$ cat config.mk
export PLATFORM = sky130hd
export DESIGN_NAME = cpu_sequencer
export DESIGN_NICKNAME = d
export VERILOG_FILES = /design/src/rtl/cpu_sequencer.sv
export SDC_FILE = /design/constraint.sdc
export NUM_CORES = 1
export LEC_CHECK = 0
export CELL_PAD_IN_SITES_DETAIL_PLACEMENT = 1
export CELL_PAD_IN_SITES_GLOBAL_PLACEMENT = 1
export CORE_ASPECT_RATIO = 0.9
export CORE_MARGIN = 10
export CORE_UTILIZATION = 45
export DETAILED_ROUTE_END_ITERATION = 8
export DONT_BUFFER_PORTS = 1
export GPL_ROUTABILITY_DRIVEN = 0
export PLACE_DENSITY_LB_ADDON = 0.05
export SLEW_MARGIN = 40
export SYNTH_ARGS = -nofsm -noshare
export SYNTH_HDL_FRONTEND = slang
export SYNTH_SLANG_ARGS = --single-unit
$ cat constraint.sdc
create_clock -name clk -period 1.8 [get_ports clk]
set_clock_uncertainty 0.1 [all_clocks]
set_input_delay 0.54 -clock clk [delete_from_list [all_inputs] [get_ports clk]]
set_output_delay 0.54 -clock clk [all_outputs]
set_load 0.02 [all_outputs]
$ cat src/rtl/cpu_sequencer.sv
`default_nettype none
// ============================================================================
// Module   : cpu_sequencer
// Brief    : Fetch/decode/execute control FSM for the 8-bit accumulator CPU.
//            Optional single-step state enabled by CPU_SEQ_SINGLE_STEP_EN.
// Revision : 1.0  initial release
// ============================================================================
module cpu_sequencer #(
    parameter int CNT_W = 16
) (
    input  logic             clk,
    input  logic             clb,
    input  logic             imem_ready,
`ifdef CPU_SEQ_SINGLE_STEP_EN
    input  logic             step,
`endif
    input  logic [3:0]       opcode,
    input  logic             zero_flag,
    output logic             imem_req,
    output logic             load_ir,
    output logic             pc_inc,
    output logic             pc_load,
    output logic             acc_load,
    output logic [2:0]       alu_op,
    output logic             alu_src_imm,
    output logic             reg_we,
    output logic             halted,
    output logic [2:0]       state_dbg,
    output logic [CNT_W-1:0] instr_count
);

    typedef enum logic [2:0] {
        ST_RST    = 3'd0,
        ST_FETCH  = 3'd1,
        ST_DECODE = 3'd2,
        ST_EXEC   = 3'd3,
        ST_HALT   = 3'd4,
        ST_STEP   = 3'd5
    } state_t;

    localparam logic [2:0]       C_ALU_PASS = 3'd0;
    localparam logic [2:0]       C_ALU_ADD  = 3'd1;
    localparam logic [2:0]       C_ALU_SUB  = 3'd2;
    localparam logic [2:0]       C_ALU_AND  = 3'd3;
    localparam logic [2:0]       C_ALU_OR   = 3'd4;
    localparam logic [2:0]       C_ALU_XOR  = 3'd5;
    localparam logic [3:0]       C_OP_HLT   = 4'hF;
    localparam logic [CNT_W-1:0] C_CNT_ONE  = {{(CNT_W-1){1'b0}}, 1'b1};

    state_t           state_q, state_d;
    logic [3:0]       op_q, op_d;
    logic [CNT_W-1:0] cnt_q, cnt_d;

    always_ff @(posedge clk or negedge clb) begin
        if (!clb) begin
            state_q <= ST_RST;
            op_q    <= 4'h0;
            cnt_q   <= '0;
        end else begin
            state_q <= state_d;
            op_q    <= op_d;
            cnt_q   <= cnt_d;
        end
    end

    always_comb begin
        state_d     = state_q;
        op_d        = op_q;
        cnt_d       = cnt_q;
        imem_req    = 1'b0;
        load_ir     = 1'b0;
        pc_inc      = 1'b0;
        pc_load     = 1'b0;
        acc_load    = 1'b0;
        alu_op      = C_ALU_PASS;
        alu_src_imm = 1'b0;
        reg_we      = 1'b0;
        halted      = 1'b0;

        case (state_q)
            ST_RST: state_d = ST_FETCH;

            ST_FETCH: begin
                imem_req = 1'b1;
                if (imem_ready) begin
                    load_ir = 1'b1;
                    pc_inc  = 1'b1;
                    state_d = ST_DECODE;
                end
            end

            // IR settled on the falling edge of the fetch cycle, so it is safe to latch here.
            ST_DECODE: begin
                op_d    = opcode;
                state_d = (opcode == C_OP_HLT) ? ST_HALT : ST_EXEC;
            end

            ST_EXEC: begin
                cnt_d = cnt_q + C_CNT_ONE;
`ifdef CPU_SEQ_SINGLE_STEP_EN
                state_d = ST_STEP;
`else
                state_d = ST_FETCH;
`endif
                case (op_q)
                    4'h1: begin acc_load = 1'b1; alu_op = C_ALU_PASS; alu_src_imm = 1'b1; end
                    4'h2: begin acc_load = 1'b1; alu_op = C_ALU_PASS; end
                    4'h3: reg_we = 1'b1;
                    4'h4: begin acc_load = 1'b1; alu_op = C_ALU_ADD; end
                    4'h5: begin acc_load = 1'b1; alu_op = C_ALU_SUB; end
                    4'h6: begin acc_load = 1'b1; alu_op = C_ALU_AND; end
                    4'h7: begin acc_load = 1'b1; alu_op = C_ALU_OR;  end
                    4'h8: begin acc_load = 1'b1; alu_op = C_ALU_XOR; end
                    4'h9: begin acc_load = 1'b1; alu_op = C_ALU_ADD; alu_src_imm = 1'b1; end
                    4'hA: pc_load = 1'b1;
                    4'hB: pc_load = zero_flag;
                    default: ;
                endcase
            end

            ST_HALT: halted = 1'b1;

`ifdef CPU_SEQ_SINGLE_STEP_EN
            ST_STEP: begin
                if (step) begin
                    state_d = ST_FETCH;
                end
            end
`endif

            default: state_d = ST_RST;
        endcase
    end

    assign state_dbg   = state_q;
    assign instr_count = cnt_q;

endmodule
`default_nettype wire

**Word-level counts from Yosys, hierarchy flattened**

Index checks and enable logic that the tools add are counted.

- Add/subtract/negate cells: 1
- Equal/unequal tests: 17
- Multiplexer cells: 17
- Bitwise gates (word level): 1
- Reductions and logical operators: 6

Operator list:

| kind | number |
|---|---|
| == test 4 bit, second input constant | 5 |
| adder 16 x 1 -> 16 bit, second input constant | 1 |
| == test 4 x 3 -> 1 bit, second input constant | 4 |
| case mux 3 bit (5 select lines) | 1 |
| case mux 3 bit (4 select lines) | 1 |
| two-way mux 1 bit | 11 |
| two-way mux 3 bit | 3 |
| == test 4 x 2 -> 1 bit, second input constant | 2 |
| OR reduction 8 bit | 1 |
| == test 3 x 2 -> 1 bit, second input constant | 2 |
| OR reduction 2 bit | 3 |
| == test 4 x 1 -> 1 bit, second input constant | 1 |
| == test 3 x 1 -> 1 bit, second input constant | 1 |
| == test 3 bit, second input constant | 1 |
| logical NOT 3 bit | 1 |
| != test 2 bit, second input constant | 1 |
| case mux 1 bit (2 select lines) | 1 |
| AND reduction 2 bit | 1 |
| NOT 1 bit | 1 |

- Register bits after elaboration: 23
- Input bits: 8
- Output and inout port bits: 30
- Logic and storage cells: 45

**Depth between registers and ports, before layout**

Gate-level depths: netlist (run 1).

- Depth in word-level cells: 4
- Gate-level depth with buffers: 5

**Worst setup path before layout (run 1)**

OpenSTA, ideal clock, no wires.

- Path kind: register to output
- Start point: register state_q[0] (netlist: state_dbg[0])
- End point: output pc_inc
- Data arrival time: 1.765 ns
- Required time: 1.160 ns
- Path slack: -0.605 ns
- Stages on the path, launching flop included: 6
- Path buffers: 2
- Cells stage by stage: dfrtp_1 -> buf_4 -> inv_1 -> nor3_1 -> and2_1 -> buf_4

- Longest elaborated chain between the ends: 2

RTL lines:

| item | RTL line | source |
|---|---|---|
| start, declared | 50 | `state_t state_q, state_d;` |
| start signal, assigned | 60 | `state_q <= state_d;` |
| == test 3 x 1 -> 1 bit | - |  |
| two-way mux 1 bit | - |  |
| end, declared | 21 | `output logic pc_inc,` |

No other way between the ends.

**Worst setup path after layout (run 1)**

- Start point: register op_q[1]
- End point: output alu_op[2]

- Longest elaborated chain between the ends: 4
- Elaborated cells on any way between the ends: 9
- Those cells by class: eq/ne (6); mux (2); reduce/logical (1)

RTL lines:

| item | RTL line | source |
|---|---|---|
| start, declared | 51 | `logic [3:0] op_q, op_d;` |
| start signal, assigned | 61 | `op_q <= op_d;` |
| == test 4 bit / == test 4 x 3 -> 1 bit (equally long branches) | 105 | `case (op_q)` |
| OR reduction 2 bit (no source line) | - |  |
| case mux 3 bit (5 select lines) * | 105 |  |
| two-way mux 3 bit * | 80 | `case (state_q)` |
| end, declared | 24 | `output logic [2:0] alu_op,` |

Mark *: on every way between the ends. The rest lies on a longest branch, timed or not.

==> impl_metrics.json, run 1 <==
{
  "fp-row-count": 17,
  "cts_root_buffer": "clkbuf_4",
  "avgSynthCellArea_um2": 10.5,
  "cts_made_buffers": 3,
  "hpwl_mm": 2.28,
  "path_clk_slew_ns": 0.13,
  "antenna_found_initial": 0,
  "die_x_um": 74.5,
  "cts_tree": "done",
  "h-tree-depth": 1,
  "cellPowerDensity_mw_per_mm2": 1530,
  "port_buffers": 0,
  "crit_type": "reg -> out",
  "violations": "negative setup slack",
  "wl_per_cell_um": 21.6,
  "diodes": 0,
  "pre_cts_slack_ns": 0.0350,
  "yosysTopAreaCellShare_pct": 47.9,
  "setup_viol_count_final": 11,
  "antenna_left": 0,
  "grt_pass1_wl_mm": 5.78,
  "vias_per_cell": 5.64,
  "clock_sinks": 23,
  "report.final.hold_viol_count": 0,
  "synthTopCellsByCount": "23 x dfrtp_1, 14 x nand2_1, 12 x xnor2_1",
  "crit_arrival_ns": 1.48,
  "slew_headroom_pct": 65.2,
  "crit_end": "alu_op[2]",
  "critPathLaunchType": "register",
  "placed_area_mm2": 0.00139,
  "initial_core_util_pct": 47.9,
  "cp-startpoint": "op_q[1]",
  "yosysWarnings": 0,
  "hold_path.class": "in -> async",
  "syn_nets": 123,
  "ys.flop_type": "dfrtp_1",
  "whs_ns": 0.0653,
  "tightest_slew_ns": 0.522,
  "reg2reg_slack_ns": 0.09,
  "synth-edff-count": 0,
  "first_pass_iters": 4,
  "finish.utilization_pct": 66.6,
  "ir_drop_v": 0.00110,
  "area_growth_syn_to_layout_pct": 39.1,
  "grt_max_degree": 24,
  "crit_fanout": 3,
  "cpPeakStageDelay_ns": 0.48,
  "nets": 156,
  "wl_mm": 3.76,
  "status": "complete, but fails checks",
  "clock_path_buffers": 2,
  "drive_gt1_share_pct": 50.7,
  "grt_pass1_vias": 1043,
  "synth_top_area_cell": "dfrtp_1",
  "end_kind": "output port",
  "overflow": 0,
  "fin_crit_sh_pct": 118,
  "io_pins": 38,
  "async_reset_ff_share_pct": 100,
  "finalSetupTns_ns": -2.57,
  "cp_cell_sequence": "nor2_4, nand2_2, o22a_1, nor2_2, buf_6",
  "yosysSeqAreaShare_pct": 47.9,
  "grt_usage_pct": 14.5,
  "core_mm2": 0.00251,
  "required_ns": 1.16,
  "r2r_cells": 5,
  "rsz0062_at_grt": "true",
  "rr_endpoint": "op_q[2]",
  "synth-seq-cells": 23,
  "crit_path_top_delay_cell": "dfrtp_2",
  "vias": 981,
  "max_freq_mhz": 471,
  "synthCells": 114,
  "cap_violations": 0,
  "clock_latency_ns": 0.32,
  "slew_violations": 0,
  "drc": 0,
  "die_area_mm2": 0.00514,
  "drt-initial-drc-count": 56,
  "final_area_mm2": 0.00167,
  "period_needed_ns": 2.12,
  "syn-cell-area_mm2": 0.00120,
  "synth_area_leaders": "dfrtp_1 48%, xnor2_1 8.8%, nand2_1 4.4%",
  "timing.rr.start": "state_dbg[0]",
  "leakagePower_nw": 0.781,
  "post-synth-top-count-cell": "dfrtp_1",
  "die_h_um": 69.0,
  "fin_ws_ns": -0.324,
  "synth.distinct_cells": 31
}
routing by layer:
| layer | up-vias | GRT usage (%) | share of wire (%) |
|---|---|---|---|
| met4 | 0 | 5.21 | 0.96 |
| li1 | 453 | - | - |
| met3 | 4 | 5.85 | 6.9 |
| met5 | - | 0 | 0 |
| met2 | 26 | 23.4 | 51 |
| met1 | 498 | 16.8 | 41 |
how the worst min path moves through the flow:
stage               from        endpoint  slack [ns]  depth (start not counted)
2_1_floorplan        clb  instr_count[0]        0.14                          0
3_3_place_gp         clb    state_dbg[0]        0.15                          0
3_5_place_dp         clb    state_dbg[0]        0.15                          0
4_1_cts        opcode[0]         op_q[0]        0.25                          1
5_1_grt              clb         op_q[0]        0.07                          1
6_report             clb         op_q[3]        0.07                          1
through the flow:
stage | power, mW | cells
6_report | 2.55 | 174
5_1_grt | 2.70 | 174
4_1_cts | 2.33 | 168
3_5_place_dp | 1.77 | 154
2_1_floorplan | 1.47 | 114
3_3_place_gp | 1.73 | 154
critical path: cells and delay by family (launching register included):
kind	cells	cell delay, ns
flops	1	0.48
buf+inv	1	0.13
compound gates	1	0.21
simple gates	3	0.34
area by class of cell:
cell class                 count  area [µm²]
timing repair buffer          33         303
clock inverter                 1        5.00
multi-input combinational     84         714
tap                           28        35.0
clock buffer                   3        22.5
sequential                    23         583
fill                         267         840
inverter                       2        7.51
what timing repair did:
action / 4_1_cts / 5_1_grt
endpoints found under the setup margin: 11 / 11
setup buffers: 9 / 7
hold buffers: 1 / 0
endpoints found under the hold margin: 23 / 0
gates resized for setup: 25 / 13
pin swaps: 6 / 10
sequential cells by signal (all words and copies together) (netlist names):
| name | flops |
|---|---|
| op_q | 4 |
| state_dbg | 3 |
| instr_count | 16 |
kinds of logic after synthesis:
family,share of synthesized area (%)
adders and majority gates,1.04
AOI/OAI and AO/OA,3.54
buffers and inverters,3.75
DFF,47.9
xor gates and xnor gates,11.7
and+or+nand+nor,27.5
muxes,4.58
placed cells by master (no fill, tap or decap), drive strengths merged, types with 3 or more instances in the layout:
master and count:
dfrtp 23, clkbuf 3, nor3 8, buf 33, nor2 9, nor3b 3
and3 4, nand3 5, xor2 4, nand4 5, nand2 14, mux2 4
xnor2 12
power breakdown:
group | total [mW] | internal (mW) | switching [mW]
combinational | 1.48 | 0.710 | 0.771
clock | 0.252 | 0.0835 | 0.169
sequential | 0.819 | 0.642 | 0.177
total | 2.55 | 1.44 | 1.12
No activity file was read; power rests on OpenSTA's default activity.
==> run 2: changes to the inputs <==
--- a/config.mk
+++ b/config.mk
@@ -5,6 +5,7 @@
 export SDC_FILE = /design/constraint.sdc
 export NUM_CORES = 1
 export LEC_CHECK = 0
+export CAP_MARGIN = 20
 export CELL_PAD_IN_SITES_DETAIL_PLACEMENT = 1
 export CELL_PAD_IN_SITES_GLOBAL_PLACEMENT = 1
 export CORE_ASPECT_RATIO = 0.9
==> results of run 2 <==
Same layout as run 1: the final DEF is identical, and so are final timing and power.
==> RTL edit 1: new RTL, config.mk and constraints of run 2 <==
Set the parameter `CNT_W` to 32 (it was 16).
--- a/src/rtl/cpu_sequencer.sv
+++ b/src/rtl/cpu_sequencer.sv
@@ -6,7 +6,7 @@
 // Revision : 1.0  initial release
 // ============================================================================
 module cpu_sequencer #(
-    parameter int CNT_W = 16
+    parameter int CNT_W = 32
 ) (
     input  logic             clk,
     input  logic             clb,
Interface: changed (resized instr_count); port bits go from 38 to 54. The function was not compared with the original's and may differ.
==> RTL edit 1 against run 2 <==
  * Sequential share of layout area rose by 0.86 points
  * Largest cell class unchanged
  * Critical endpoint unchanged
  * The flow still finishes with violations (setup timing)
  * Area after synthesis rose by 62%
  * Highest routed layer unchanged
  * Routed wire length rose by 83%
  * Sequential power rose by 49%
  * Final cell count rose by 67%
  * Design area rose by 65%
  * Setup slack improved by 15 ps
  * Total power rose by 32%
  * Critical path depth did not move
  * Combinational power fell by 7%
  * Register-to-register slack got worse by 80 ps
  * Sequential cell count rose by 16
==> RTL edit 1: results (changes against run 2) <==
[run_status]
outcome=complete, but fails checks  ; unchanged
violations=setup timing  ; unchanged

[finish]
nFillCells=426  ; was 267
nets=250  ; was 156
non_clock_buffer_area_share_pct=19.4  ; was 18.1%
seq_share_pct=35.8  ; was 34.9%
final_core_util_pct=66.8  ; was 66.6%
multi_input_area_um2=1050  ; was 714 um2

[clocking]
clk_latency_ps=290  ; was 320 ps
h-tree-depth=2  ; was 1
cts.clk_slew.worst_paths_ps=80  ; was 130 ps
cts_buffers=5  ; was 3

[timing]
setup_viol=11  ; unchanged
min_period_ps=2110  ; was 2120 ps
relSlewSlack_pct=74.7  ; was 65.2%
setup_slack_ps=-309  ; was -324 ps
holdWs_ps=298  ; was 65.3 ps
fin_setup_tns_ps=-2420  ; was -2570 ps

[worst_hold_path]
hp-class=input pin to flip-flop  ; was input pin to async pin

[global_route]
met1_usage_pct=19.0  ; was 16.8%
grt_pass1_vias=1724  ; was 1043
gr-usage-all-layers_pct=16.5  ; was 14.5%
grt_max_degree=40  ; was 24
met2_usage_pct=28.5  ; was 23.4%
grtUsageMet3_pct=6.16  ; was 5.85%

[pwr]
power.leakage_uw=0.00133  ; was 0.000781 uW
seq_cell_power_uw=1220  ; was 819 uW
powerClk_uw=776  ; was 252 uW
p_sw_share_pct=36.8  ; was 43.8%

[setup_path]
r2r-start=state_dbg[1]$_DFFE_PN0P_  ; was state_dbg[0]$_DFFE_PN0P_
r2r_slack_ps=10  ; was 90 ps
rr_endpoint=op_q[1]$_DFFE_PN0P_  ; was op_q[2]$_DFFE_PN0P_

[synthesis]
synth_top_cells_by_count=dfrtp_1 (39), xnor2_1 (23), nand2_1 (17), nand4_1 (12)  ; was dfrtp_1 (23), nand2_1 (14), xnor2_1 (12), nor2_1 (8), nor3_1 (7)
syn_nets=186  ; was 123
synth-seq-cells=39  ; was 23
synth_area_per_cell_um2=11.0  ; was 10.5 um2
synth_cell_types=34  ; was 31

[place]
dp_slack_ps=-3.29  ; was 35.0 ps
place_inst=260  ; was 154
place_area_um2=2340  ; was 1390 um2

[drt]
wirelength_um=6870  ; was 3760 um
vias_per_cell=5.78  ; was 5.64
avgRoutedWirePerCell_um=23.7  ; was 21.6 um
drtIter0Drc=131  ; was 56

==> RTL edit 1: cell count changes in the layout (fill, tap and decap cells not counted), sizes merged, moves of 3 or more <==
cell / change
dfrtp: +16
xnor2: +11
and4: +5
nand2: +3
nor3: -3
buf: +30
nand4: +7
clkbuf: +3
and3: +5
xor2: +5
==> RTL edit 1: worst max path at each step <==
stage | from | endpoint | slack [ps] | cells after the start
after CTS | state_dbg[1]$_DFFE_PN0P_ | pc_inc | -260 | 3
after global routing | op_q[1]$_DFFE_PN0P_ | alu_op[2] | -380 | 5
after global placement | state_dbg[1]$_DFFE_PN0P_ | alu_src_imm | 70 | 3
after detailed placement | op_q[1]$_DFFE_PN0P_ | alu_op[2] | -3 | 5
final | op_q[1]$_DFFE_PN0P_ | alu_op[2] | -310 | 5
after floorplan | state_dbg[1]$_DFFE_PN0P_ | pc_inc | -80 | 3
==> RTL edit 1: repair_timing <==
action	CTS	global route
cloned	0	2
setup buffers	9	9
hold endpoints to repair	39	0
hold buffers	2	0
resized for setup	18	16
pin swaps	9	10
setup endpoints to repair	11	18
==> RTL edit 1: cell families after synthesis <==
kind of cell	count (synthesis)	share of synthesized area, %
flip-flops	39	50.3
XOR/XNOR	32	14.4
AO/OA/AOI/OAI	8	2.38
AND/OR/NAND/NOR	83	26.7
buffers and inverters	9	2.64
multiplexers	5	2.90
adder cells (fa/ha/maj)	1	0.644
==> RTL edit 1: worst max-delay path: cells and delay by family, from the launching register on <==
| family | cells | cell delay [ps] |
|---|---|---|
| buffers and inverters | 1 | 150 |
| AND/OR/NAND/NOR | 3 | 330 |
| flip-flops | 1 | 480 |
| AO/OA/AOI/OAI | 1 | 200 |
==> RTL edit 1: routing by layer <==
metal	wire length, um	vias up
li1	-	745
met1	2690	859
met2	3620	63
met3	489	8
met4	76	0
met5	0	-
==> RTL edit 2: new RTL, config.mk and constraints of run 2 <==
Without the edit above. `op_q` no longer has a reset.
--- a/src/rtl/cpu_sequencer.sv
+++ b/src/rtl/cpu_sequencer.sv
@@ -54,13 +54,15 @@
     always_ff @(posedge clk or negedge clb) begin
         if (!clb) begin
             state_q <= ST_RST;
-            op_q    <= 4'h0;
             cnt_q   <= '0;
         end else begin
             state_q <= state_d;
-            op_q    <= op_d;
             cnt_q   <= cnt_d;
         end
+    end
+
+    always_ff @(posedge clk) begin
+        op_q <= op_d;
     end
 
     always_comb begin
Behaviour: same outputs for any inputs over 10 cycles, from zero or initial values; that may be too few to reach the edited logic, so the function may still have changed.
==> RTL edit 2 against run 2 <==
  * The flow still finishes with violations (setup timing)
  * Synthesized cell count down 3.5%
  * Sequential power down 15%
  * Via count down 6.1%
  * Non-clock buffer count unchanged
  * Routed wire length down 16%
  * Final cell count down 2.3%
  * Setup slack better by 14 ps
  * Area after synthesis down 1.1%
  * Total power down 30%
  * Hold slack worse by 29 ps
  * Sequential share of layout area up 2.9 points
  * Sequential cell count unchanged
  * Maximum frequency up 0.67%
  * Design area down 5.2%
==> RTL edit 2: results (changes against run 2) <==
[global_route]
gr-usage-all-layers_pct=13.2  ; was 14.5%
antenna_found_initial=0  ; unchanged
grt_pass1_vias=979  ; was 1043
grt_max_degree=20  ; was 24
grt_pass1_wl_um=5090  ; was 5780 um

[run_status]
outcome=complete, but fails checks  ; unchanged
violations=setup timing  ; unchanged

[place]
hpwl_um=2300  ; was 2280 um
place_area_um2=1390  ; about the same
portBuffers=0  ; unchanged

[finish]
largest_reg_flops=16  ; unchanged
nFillCells=277  ; was 267
nets=152  ; was 156
drive_above_1_share_pct=43.0  ; was 50.7%
n_antenna_cell=0  ; unchanged

[timing]
drv_slew=0  ; unchanged
setup_slack_ps=-310  ; was -324 ps
tightestPinTransition_ps=421  ; was 522 ps
fin_setup_tns_ps=-2240  ; was -2570 ps
setup_viol=12  ; was 11

[clocking]
clock-root-buffer=clkbuf_4  ; unchanged
h-tree-depth=1  ; unchanged
clock_path_buffers=2  ; unchanged
cts_buffers=3  ; unchanged
clk_latency_ps=310
cts.clk_slew.worst_paths_ps=130  ; about the same

[synthesis]
ys.warnings.count=0  ; unchanged
synth_top_cells_by_count=dfrtp_1 (19), nand2_1 (14), xnor2_1 (12), nor2_1 (8), nor3_1 (7)  ; was dfrtp_1 (23), nand2_1 (14), xnor2_1 (12), nor2_1 (8), nor3_1 (7)
synth_area_leaders=dfrtp_1 (40%), edfxtp_1 (10%), xnor2_1 (8.9%)  ; was dfrtp_1 (48%), xnor2_1 (8.8%), nand2_1 (4.4%)
syn_nets=119  ; was 123
ys_seq_area_share_pct=50.2  ; was 47.9%
synth_flop_cell=dfrtp_1  ; unchanged
async_reset_ff_share_pct=82.6  ; was 100%
synth_edf_count=4  ; was 0
synth_cell_types=30  ; was 31

[pwr]
power.leakage_uw=0.000745  ; was 0.000781 uW
ir_drop_uv=755  ; was 1100 uV

[setup_path]
cp_max_fo=4  ; was 3
critical_path_arrival_ps=1470

[drt]
avgRoutedWirePerCell_um=18.7  ; was 21.6 um
vias_per_cell=5.42  ; was 5.64
dr.pass1.iters=4  ; unchanged
drtIter0Drc=29  ; was 56

[worst_hold_path]
hp-class=input pin to async pin  ; unchanged

==> RTL edit 2: cell count changes in the layout (fill, tap and decap cells not counted), sizes merged <==
| cell | run 2 | this run |
|---|---|---|
| dfrtp | 23 | 19 |
| edfxtp | 0 | 4 |
| mux2 | 4 | 0 |
==> RTL edit 2: path summary, 6_finish.rpt <==
path,slack [ps],startpoint,to,cells after the start
setup / recovery,-310,op_q[1]$_DFFE_PP_,alu_op[2],5
hold / removal,40,clb,instr_count[3]$_DFFE_PN0P_,1
setup reg to reg,100,state_dbg[2]$_DFFE_PN0P_,instr_count[10]$_DFFE_PN0P_,7
hold reg to reg,530,instr_count[1]$_DFFE_PN0P_,instr_count[1]$_DFFE_PN0P_,3
max in group asynchronous,1250,clb,state_dbg[2]$_DFFE_PN0P_,1
min in group clk,210,opcode[2],op_q[2]$_DFFE_PP_,0
==> RTL edit 2: what timing repair did <==
item / CTS / global route
hold buffers: 1 / 0
pin swaps: 6 / 3
setup buffers: 9 / 3
endpoints found under the setup margin: 11 / 15
hold endpoints to repair: 19 / 0
gates resized for setup: 14 / 5
==> RTL edit 2: metrics by stage <==
stage	setup WS, ps	instances	power, uW	utilization [%]
after global placement	91.8	153	1400	55.9
after global routing	-432	170	1910	63.7
after floorplan	-97.9	110	1200	-
after CTS	-291	167	1770	62.1
after detailed placement	22.7	153	1420	55.9
final	-310	170	1790	63.7
==> RTL edit 2: logic make-up (layout without fill, tap and decap cells) <==
family                     count (synthesis)  in the layout  share of synthesized area, %
xor gates and xnor gates                  16             16                          11.8
DFF                                       23             23                          50.2
muxes                                      1              1                         0.843
buffers and inverters                      7             39                          4.43
AOI/OAI and AO/OA                          7              7                          3.58
adders and majority gates                  1              1                          1.05
and+or+nand+nor                           55             55                          28.1
==> RTL edit 2: area by class of cell <==
type | count | share of cell area, %
clock buffer | 3 | 1.42
clock inverter | 1 | 0.316
inverter | 2 | 0.474
multi-input combinational | 80 | 40.8
sequential | 23 | 37.8
tap | 28 | 2.21
timing repair buffer | 33 | 16.9
==> RTL edit 2: power breakdown <==
| group | leakage [uW] | internal, uW | switching [uW] |
|---|---|---|---|
| sequential | 0.000286 | 615 | 81.3 |
| clock | 0.0000177 | 83.1 | 157 |
| combinational | 0.000442 | 365 | 488 |
| total | 0.000745 | 1060 | 727 |
==> RTL edit 2: worst max-delay path, cell delays in order, from the launching register on <==
cell      delay (ps)
edfxtp_1         470
nor2_2           160
nand2_1           90
o22a_1           210
nor2_1            90
buf_4            140
==> RTL edit 2: routing by layer <==
layer	part of all wire, %	wire length, um	GRT usage [%]
met1	40	1280	15.7
met2	49	1540	20.5
met3	9.5	302	5.71
met4	1.7	53	5.58
met5	0	0	0
